**src/rtl/mc_ctrl_pkg.sv**
```systemverilog
// Shared encodings for the multi-cycle CPU control unit: FSM states,
// instruction opcode/funct fields and datapath mux/ALU select codes.
package mc_ctrl_pkg;

  typedef enum logic [3:0] {
    S_IF     = 4'd0,
    S_ID     = 4'd1,
    S_EX_R   = 4'd2,
    S_EX_I   = 4'd3,
    S_ADDR   = 4'd4,
    S_MEM_RD = 4'd5,
    S_MEM_WR = 4'd6,
    S_WB_MEM = 4'd7,
    S_WB_ALU = 4'd8,
    S_BR     = 4'd9,
    S_JMP    = 4'd10,
    S_HALT   = 4'd11
  } state_t;

  localparam logic [5:0] OP_RTYPE = 6'h00;
  localparam logic [5:0] OP_J     = 6'h02;
  localparam logic [5:0] OP_BEQ   = 6'h04;
  localparam logic [5:0] OP_BNE   = 6'h05;
  localparam logic [5:0] OP_ADDI  = 6'h08;
  localparam logic [5:0] OP_ORI   = 6'h0D;
  localparam logic [5:0] OP_LW    = 6'h23;
  localparam logic [5:0] OP_SW    = 6'h2B;

  localparam logic [5:0] FN_ADD = 6'h20;
  localparam logic [5:0] FN_SUB = 6'h22;
  localparam logic [5:0] FN_AND = 6'h24;
  localparam logic [5:0] FN_OR  = 6'h25;
  localparam logic [5:0] FN_SLT = 6'h2A;

  localparam logic [3:0] ALU_ADD = 4'd0;
  localparam logic [3:0] ALU_SUB = 4'd1;
  localparam logic [3:0] ALU_AND = 4'd2;
  localparam logic [3:0] ALU_OR  = 4'd3;
  localparam logic [3:0] ALU_SLT = 4'd4;

  localparam logic [1:0] PC_SRC_ALU = 2'd0;
  localparam logic [1:0] PC_SRC_BR  = 2'd1;
  localparam logic [1:0] PC_SRC_JMP = 2'd2;

  localparam logic [1:0] SRC_B_RT     = 2'd0;
  localparam logic [1:0] SRC_B_FOUR   = 2'd1;
  localparam logic [1:0] SRC_B_IMM    = 2'd2;
  localparam logic [1:0] SRC_B_IMM_SH = 2'd3;

  // Decode-stage dispatch; S_IF marks an unsupported opcode.
  function automatic state_t decode_next(input logic [5:0] op);
    case (op)
      OP_RTYPE:        return S_EX_R;
      OP_ADDI, OP_ORI: return S_EX_I;
      OP_LW, OP_SW:    return S_ADDR;
      OP_BEQ, OP_BNE:  return S_BR;
      OP_J:            return S_JMP;
      default:         return S_IF;
    endcase
  endfunction

endpackage

```
**src/rtl/mc_alu_dec.sv**
```systemverilog
// R-type funct field to ALU operation decoder with a legality flag.
module mc_alu_dec
  import mc_ctrl_pkg::*;
(
  input  logic [5:0] funct,
  output logic [3:0] alu_op,
  output logic       legal
);

  // Map supported funct codes; anything else is flagged illegal.
  always_comb begin
    alu_op = ALU_ADD;
    legal  = 1'b1;
    case (funct)
      FN_ADD:  alu_op = ALU_ADD;
      FN_SUB:  alu_op = ALU_SUB;
      FN_AND:  alu_op = ALU_AND;
      FN_OR:   alu_op = ALU_OR;
      FN_SLT:  alu_op = ALU_SLT;
      default: legal  = 1'b0;
    endcase
  end

endmodule

```
**src/rtl/mc_control_unit.sv**
```systemverilog
// Multi-cycle CPU control unit: sequences fetch/decode/execute/memory/
// write-back and issues all datapath control strobes. A memory wait
// watchdog halts the machine with a sticky bus_err.
module mc_control_unit
  import mc_ctrl_pkg::*;
#(
  parameter int WAIT_MAX = 15
) (
  input  logic       clock,
  input  logic       rst,
  input  logic [5:0] opcode,
  input  logic [5:0] funct,
  input  logic       alu_zero,
  input  logic       mem_ready,
  output logic       pc_we,
  output logic       ir_we,
  output logic [1:0] pc_src,
  output logic       mem_rd,
  output logic       mem_wr,
  output logic       iord,
  output logic       reg_we,
  output logic       reg_dst,
  output logic       mem_to_reg,
  output logic       alu_src_a,
  output logic [1:0] alu_src_b,
  output logic [3:0] alu_op,
  output logic       instr_done,
  output logic       illegal,
  output logic       bus_err,
  output logic [3:0] state
);

  localparam int CNT_W = $clog2(WAIT_MAX + 1);
  localparam logic [CNT_W-1:0] WAIT_LAST = CNT_W'(WAIT_MAX - 1);

  state_t           cur;
  state_t           nxt;
  logic [CNT_W-1:0] wait_cnt;
  logic             bus_err_q;
  logic             waiting;
  logic             wait_hit;
  logic [3:0]       dec_op;
  logic             fn_legal;

  mc_alu_dec u_alu_dec (
    .funct  (funct),
    .alu_op (dec_op),
    .legal  (fn_legal)
  );

  assign state = cur;

  // A memory request is outstanding in the three strobe states until ready.
  assign waiting  = ((cur == S_IF) || (cur == S_MEM_RD) || (cur == S_MEM_WR)) && !mem_ready;
  assign wait_hit = waiting && (wait_cnt == WAIT_LAST);

  // State register.
  always_ff @(posedge clock) begin
    if (rst) cur <= S_IF;
    else     cur <= nxt;
  end

  // Consecutive-wait counter; any ready cycle or strobe-free state clears it.
  always_ff @(posedge clock) begin
    if (rst)          wait_cnt <= '0;
    else if (waiting) wait_cnt <= wait_cnt + CNT_W'(1);
    else              wait_cnt <= '0;
  end

  // Sticky bus error, cleared only by reset.
  always_ff @(posedge clock) begin
    if (rst)           bus_err_q <= 1'b0;
    else if (wait_hit) bus_err_q <= 1'b1;
  end

  // Next-state and control outputs, all low unless the state asserts them.
  always_comb begin
    nxt        = cur;
    pc_we      = 1'b0;
    ir_we      = 1'b0;
    pc_src     = PC_SRC_ALU;
    mem_rd     = 1'b0;
    mem_wr     = 1'b0;
    iord       = 1'b0;
    reg_we     = 1'b0;
    reg_dst    = 1'b0;
    mem_to_reg = 1'b0;
    alu_src_a  = 1'b0;
    alu_src_b  = SRC_B_RT;
    alu_op     = ALU_ADD;
    instr_done = 1'b0;
    illegal    = 1'b0;
    bus_err    = bus_err_q;

    case (cur)
      S_IF: begin
        mem_rd    = 1'b1;
        alu_src_b = SRC_B_FOUR;
        if (mem_ready) begin
          ir_we = 1'b1;
          pc_we = 1'b1;
          nxt   = S_ID;
        end
      end
      S_ID: begin
        // Branch target is computed speculatively into ALUOut here.
        alu_src_b = SRC_B_IMM_SH;
        nxt       = decode_next(opcode);
        if (nxt == S_IF) begin
          illegal    = 1'b1;
          instr_done = 1'b1;
        end
      end
      S_EX_R: begin
        alu_src_a = 1'b1;
        if (fn_legal) begin
          alu_op = dec_op;
          nxt    = S_WB_ALU;
        end else begin
          illegal    = 1'b1;
          instr_done = 1'b1;
          nxt        = S_IF;
        end
      end
      S_EX_I: begin
        // A operand is rs for immediate arithmetic.
        alu_src_a = 1'b1;
        alu_src_b = SRC_B_IMM;
        alu_op    = (opcode == OP_ORI) ? ALU_OR : ALU_ADD;
        nxt       = S_WB_ALU;
      end
      S_ADDR: begin
        // Effective address = rs + sign-extended offset.
        alu_src_a = 1'b1;
        alu_src_b = SRC_B_IMM;
        nxt       = (opcode == OP_LW) ? S_MEM_RD : S_MEM_WR;
      end
      S_MEM_RD: begin
        iord   = 1'b1;
        mem_rd = 1'b1;
        if (mem_ready) nxt = S_WB_MEM;
      end
      S_MEM_WR: begin
        iord   = 1'b1;
        mem_wr = 1'b1;
        if (mem_ready) begin
          instr_done = 1'b1;
          nxt        = S_IF;
        end
      end
      S_WB_MEM: begin
        reg_we     = 1'b1;
        mem_to_reg = 1'b1;
        instr_done = 1'b1;
        nxt        = S_IF;
      end
      S_WB_ALU: begin
        // IR is still stable, so opcode tells R-type (rd) from I-type (rt).
        reg_we     = 1'b1;
        reg_dst    = (opcode == OP_RTYPE);
        instr_done = 1'b1;
        nxt        = S_IF;
      end
      S_BR: begin
        alu_src_a  = 1'b1;
        alu_op     = ALU_SUB;
        pc_src     = PC_SRC_BR;
        pc_we      = (opcode == OP_BNE) ? !alu_zero : alu_zero;
        instr_done = 1'b1;
        nxt        = S_IF;
      end
      S_JMP: begin
        pc_we      = 1'b1;
        pc_src     = PC_SRC_JMP;
        instr_done = 1'b1;
        nxt        = S_IF;
      end
      S_HALT: nxt = S_HALT;
      default: nxt = S_IF;
    endcase

    if (wait_hit) nxt = S_HALT;

    // Reset silences every strobe immediately, aborting any instruction.
    if (rst) begin
      pc_we      = 1'b0;
      ir_we      = 1'b0;
      pc_src     = PC_SRC_ALU;
      mem_rd     = 1'b0;
      mem_wr     = 1'b0;
      iord       = 1'b0;
      reg_we     = 1'b0;
      reg_dst    = 1'b0;
      mem_to_reg = 1'b0;
      alu_src_a  = 1'b0;
      alu_src_b  = SRC_B_RT;
      alu_op     = ALU_ADD;
      instr_done = 1'b0;
      illegal    = 1'b0;
      bus_err    = 1'b0;
    end
  end

endmodule
```
**config.mk**
```make
export PLATFORM = sky130hd
export DESIGN_NAME = mc_control_unit
export DESIGN_NICKNAME = d
export VERILOG_FILES = /design/src/rtl/mc_ctrl_pkg.sv /design/src/rtl/mc_alu_dec.sv /design/src/rtl/mc_control_unit.sv
export SDC_FILE = /design/constraint.sdc
export NUM_CORES = 1
export LEC_CHECK = 0
export ABC_AREA = 1
export CAP_MARGIN = 15
export CORE_MARGIN = 10
export CORE_UTILIZATION = 29
export CTS_CLUSTER_SIZE = 8
export DETAILED_ROUTE_END_ITERATION = 6
export GPL_TIMING_DRIVEN = 0
export PLACE_DENSITY = 0.67
export REMOVE_ABC_BUFFERS = 1
export SYNTH_ARGS = -nofsm -noshare
export SYNTH_HDL_FRONTEND = slang
export SYNTH_HIERARCHICAL = 1
export SYNTH_SLANG_ARGS = --single-unit
export TNS_END_PERCENT = 20
```
**constraint.sdc**
```tcl
create_clock -name clock -period 1.6 [get_ports clock]
set_input_delay 0.32 -clock clock [delete_from_list [all_inputs] [get_ports clock]]
set_output_delay 0.32 -clock clock [all_outputs]
set_load 0.03 [all_outputs]
```
# After elaboration in Yosys (flattened, before gate mapping)

Index checks and enable logic that the tools add are counted.

Bits in read-only memories: 0
Output and inout port bits: 24
Memories kept: 0
Register bits after elaboration: 9
Bits in writable memories: 0
Logic and storage cells: 105
Latch bits: 0

$add $sub $neg: 1
$lt $le $gt $ge: 0
Muxes and demuxes: 46
Divide/modulo/power cells: 0
Reduce and logical (&&, ||, !) cells: 23
$mul: 0
Bitwise gates (word level): 1
Eq/ne operators: 30
Shift operators: 0

Operator list:

| kind                                          | count |
|---|---|
| == test 6 bit, second input constant          | 7 |
| 2-to-1 mux 4 bit                              | 8 |
| case mux 4 bit (8 select lines)               | 1 |
| 2-to-1 mux 1 bit                              | 25 |
| == test 4 bit, second input constant          | 5 |
| case mux 4 bit (5 select lines)               | 1 |
| OR reduction 2 bit                            | 9 |
| == test 4 x 3 -> 1 bit, second input constant | 4 |
| == test 6 x 3 -> 1 bit, second input constant | 2 |
| == test 6 x 4 -> 1 bit, second input constant | 2 |
| case mux 3 bit (4 select lines)               | 1 |
| case mux 4 bit (3 select lines)               | 1 |
| inequality test 3 bit, second input constant  | 3 |
| == test 4 x 2 -> 1 bit, second input constant | 2 |
| zero test 4 bit                               | 2 |
| 2-to-1 mux 2 bit                              | 4 |
| OR reduction 4 bit                            | 2 |
| == test 6 x 2 -> 1 bit, second input constant | 1 |
| zero test 6 bit                               | 1 |
| inequality test 2 bit, second input constant  | 3 |
| case mux 2 bit (3 select lines)               | 1 |
| AND reduction 3 bit                           | 2 |
| OR reduction 5 bit                            | 1 |
| adder 4 x 1 -> 4 bit, second input constant   | 1 |
| other kinds (9)                               | 12 |

# Logic depth before layout (Yosys ltp)

Word-level depth: 8
Gate-level depth with buffers: 10

# Cells and area by module

The synthesis kept the hierarchy.

By module, submodules not included:

| module          | cells each | sequential area each (µm²) | instances | area an instance (µm²) |
|---|---|---|---|---|
| mc_control_unit | 173        | 180.2                      | 1         | 984.7 |
| mc_alu_dec      | 22         | 0.0                        | 1         | 111.4 |

# Least setup slack after synthesis

No wires, ideal clock.

Path type: reg-to-output
From: reg cur[3] (netlist: state[3])
To: out pc_we
Setup slack: -0.304 ns
Cell stages (with the launch flop): 7
Buffers on the path: 0
Arrival: 1.584 ns
Required time: 1.280 ns
Cells stage by stage: dfxtp_1 > inv_2 > nor2_2 > inv_2 > nor2_1 > inv_1 > a31oi_1

Word-level cells in the longest chain between the ends: 3
Elaborated cells between the ends (all ways): 5
Classes of those cells: 2 x eq/ne; 2 x mux; 1 x reduce/logical

Ends and longest elaborated chain:

| element                                          | RTL line               | source |
|---|---|---|
| start: declaration                               | mc_control_unit.sv:36  | `state_t cur;` |
| start signal: assignment                         | mc_control_unit.sv:60  | `else cur <= nxt;` |
| == test 4 bit or zero test 4 bit (tied branches) | mc_control_unit.sv:95  | `case (cur)` |
| case mux 1 bit (3 select lines) (*)              | mc_control_unit.sv:95  |  |
| 2-to-1 mux 1 bit (*)                             | mc_control_unit.sv:185 | `if (rst) begin` |
| end: declaration                                 | mc_control_unit.sv:15  | `output logic pc_we,` |

Mark *: on every way between the ends. The rest lies on a longest branch, timed or not.

# Worst setup path in the final report

From: reg cur[3] (netlist: state[3])
To: out alu_op[1]

Word-level cells in the longest chain between the ends: 3
Elaborated cells between the ends (all ways): 5
Classes of those cells: 3 x eq/ne; 2 x mux

Ends and longest elaborated chain:

| element                                                 | RTL line               | source |
|---|---|---|
| == test 4 bit or == test 4 x 2 -> 1 bit (tied branches) | mc_control_unit.sv:95  |  |
| case mux 4 bit (3 select lines) (*)                     | mc_control_unit.sv:95  |  |
| 2-to-1 mux 4 bit (*)                                    | mc_control_unit.sv:185 |  |
| end: declaration                                        | mc_control_unit.sv:26  | `output logic [3:0] alu_op,` |

Marks and branches as above.

==> impl_metrics.yaml <==
run_status:
  status: "finished with violations"
  violations: "setup timing"
logic_synthesis:
  synth_compound_area_frac: 0.1256
  synthSimpleGateAreaFrac: 0.5103
  ys_seq_elements: 9
  ys_types: 33
  synth_area_per_cell_sq_um: 5.621
  synth_edf_count: 0
  synth.area.mux_share: 0
  synthArstFlopShare: 0
  synth_ff_type: "dfxtp_1"
  synth_adder_area_share: 0.02283
  seq_area_frac_synth: 0.1644
  synth_top_family_by_area: "simple AND/OR/NAND/NOR gates"
  netlist_area_sq_mm: 0.001096
  synthCells: 195
  synth_xor_area_frac: 0.01598
  synth_warnings: 6
clock_tree:
  h-tree-depth: 1
  cts_buffer_depth: 2
  cts.sinks: 9
  cts_buffers: 3
  cts_root_buf: "clkbuf_8"
  clkSlewWorstSetupHoldPaths_ns: 0.04
  hold_buffers: 0
  clock_latency_ns: 0.23
  cts_tree: "done"
place:
  io_buffers: 38
  place_congestion: 0.8834
  dp_hpwl_mm: 2.602
  pre_cts_slack_ns: -1.363
routing:
  drt_iter0_drc: 30
  vias_per_cell: 4.670
  drtAntennaViolNets: 0
  drc: 0
  wl_per_cell_um: 11.84
  drt-pass1-iter-count: 4
  vias: 1373
  routed_wl_mm: 3.481
floorplan:
  row_count: 22
  die_w_um: 81.48
  core_area_sq_mm: 0.003661
  design.portCount: 40
  die_h_um: 81.48
  initial_core_util: 0.2994
  die_area_sq_mm: 0.006638
layout:
  insertedDiodeCount: 0
  drive_gt1_frac: 0.4431
  layout_common_cells: "28 x nand2_1, 24 x nor2_1, 23 x inv_1, 23 x buf_4, 18 x nand3_1"
  area_growth_pct: 56.85
  final_util: 0.4696
  final_common_cell: "nand2_1"
  nNetsFinal: 265
pwr:
  leakagePower_uw: 0.0009059
  vdd.ir_drop.worst_v: 0.0004013
  power_density_mw_per_mm2: 469.8
global_route:
  grt_pass1_vias: 1336
  grtUsageTotal: 0.1099
  grt_max_degree: 19
  antenna_found_initial: 0
  grt_pass1_wl_mm: 5.961
  overflow: 0
setup_path:
  path_max_fanout: 4
  criticalPathCategory: "reg -> out"
  worstSetupStartpointType: "flip-flop"
  crit_arrival_ns: 1.48
  worstPathCellList: "nor2_4, inv_2, nor2_4, nand2_2, inv_2, nand2_2, a21oi_2, buf_6"
  crit_buf_inv: 3
  critPathTopFamily: "simple AND/OR/NAND/NOR gates"
  reg2reg_from: "state[3]"
  crit_start: "state[3]"
  cp_slowest_cell: "dfxtp_4"
  endpoint_kind: "output port"
  max_stage_delay_ns: 0.37
  crit_required_ns: 1.28
min_path:
  min_path_type: "reg -> reg"
  hold_path_startpoint: "bus_err_q"
sta:
  finalSetupViolCount: 14
  slew_violations: 0
  hold_viol: 0
  fin_crit_ns: 1.803
  max_freq_mhz: 554.5
  setup_ws_ns: -0.2033
  period_share: 1.127
  finClkSkew_ns: 0.002917
  grt_setup_unrepaired: "true"
job:
  maxCapViolations: 0
[final timing paths]
check	to	slack (ns)	cells past startpoint
hold / removal	bus_err_q	0.47	2
hold reg to reg	bus_err_q	0.47	2
setup reg to reg	state[3]	0.19	9
setup / recovery	alu_op[1]	-0.20	8
[cells in the mapped netlist, types with 2 or more instances]
cell,count,share of area
a21oi_2,3,0.024
nand3_1,24,0.11
nand2_2,5,0.029
inv_2,11,0.038
ha_1,2,0.023
nor3_1,3,0.014
a21oi_1,7,0.032
o21ai_1,3,0.014
nor2_2,13,0.074
dfxtp_1,9,0.16
nand3_2,2,0.018
nor2_1,31,0.11
nand2_1,34,0.12
o22ai_1,3,0.017
inv_1,26,0.089
nor2_4,2,0.021
[kinds of logic (layout without fill, tap and decap cells)]
kind of cell / Yosys count / after routing
AND/OR/NAND/NOR: 117 / 117
buffers and inverters: 42 / 93
AO/OA/AOI/OAI: 22 / 22
flip-flops: 9 / 9
adder cells (fa/ha/maj): 2 / 2
XOR/XNOR: 2 / 2
other: 1 / 1
[what timing repair did]
item                                    CTS  global route
pin swaps                                16            14
endpoints found under the setup margin   27            18
buffers inserted                         10             3
resized for setup                       169            29
[through the flow]
stage	TNS [ns]	cells	cell area [sq um]	total power (uW)	hold WS (ns)
3_5_place_dp	-20.17	277	1509	535.1	0.4588
4_1_cts	-1.377	291	1693	816.6	0.4672
2_1_floorplan	-2.770	191	1069	413.9	0.3824
3_3_place_gp	-20.33	277	1509	532.6	0.4563
5_1_grt	-2.807	294	1719	867.2	0.4921
6_report	-1.510	294	1719	807.7	0.4652
[where the power goes]
part / internal [uW] / switching, uW
sequential: 229 / 13.9
clock: 173 / 84.0
combinational: 113 / 195
[routing by layer]
metal  track usage  vias up  share of wire
li1              -      712              -
met1        0.1340      618           0.43
met2        0.1848       40           0.48
met3       0.03275        3          0.084
met4       0.02595        0         0.0037
met5             0        -              0
[tightest hold or removal path: cells and delay by family, from the launching register on]
kind | cells | cell delay [ns]
buf+inv | 1 | 0.08
flops | 1 | 0.29
compound gates | 1 | 0.05
[final cells by class]
cell class                      instances  area (sq um)
Inverter                               38         152.6
Sequential cell                         9         195.2
Tap cell                               48         60.06
Fill cell                             397          1942
Clock buffer                            4         45.04
Multi-Input combinational cell        144         870.8
Timing Repair Buffer                   51         395.4
[flip-flops by register name, indices dropped and copies added, names as in the netlist]
name	count
state	4
wait_cnt	4
bus_err_q	1
Note: power is estimated with default switching activity, not from simulation.
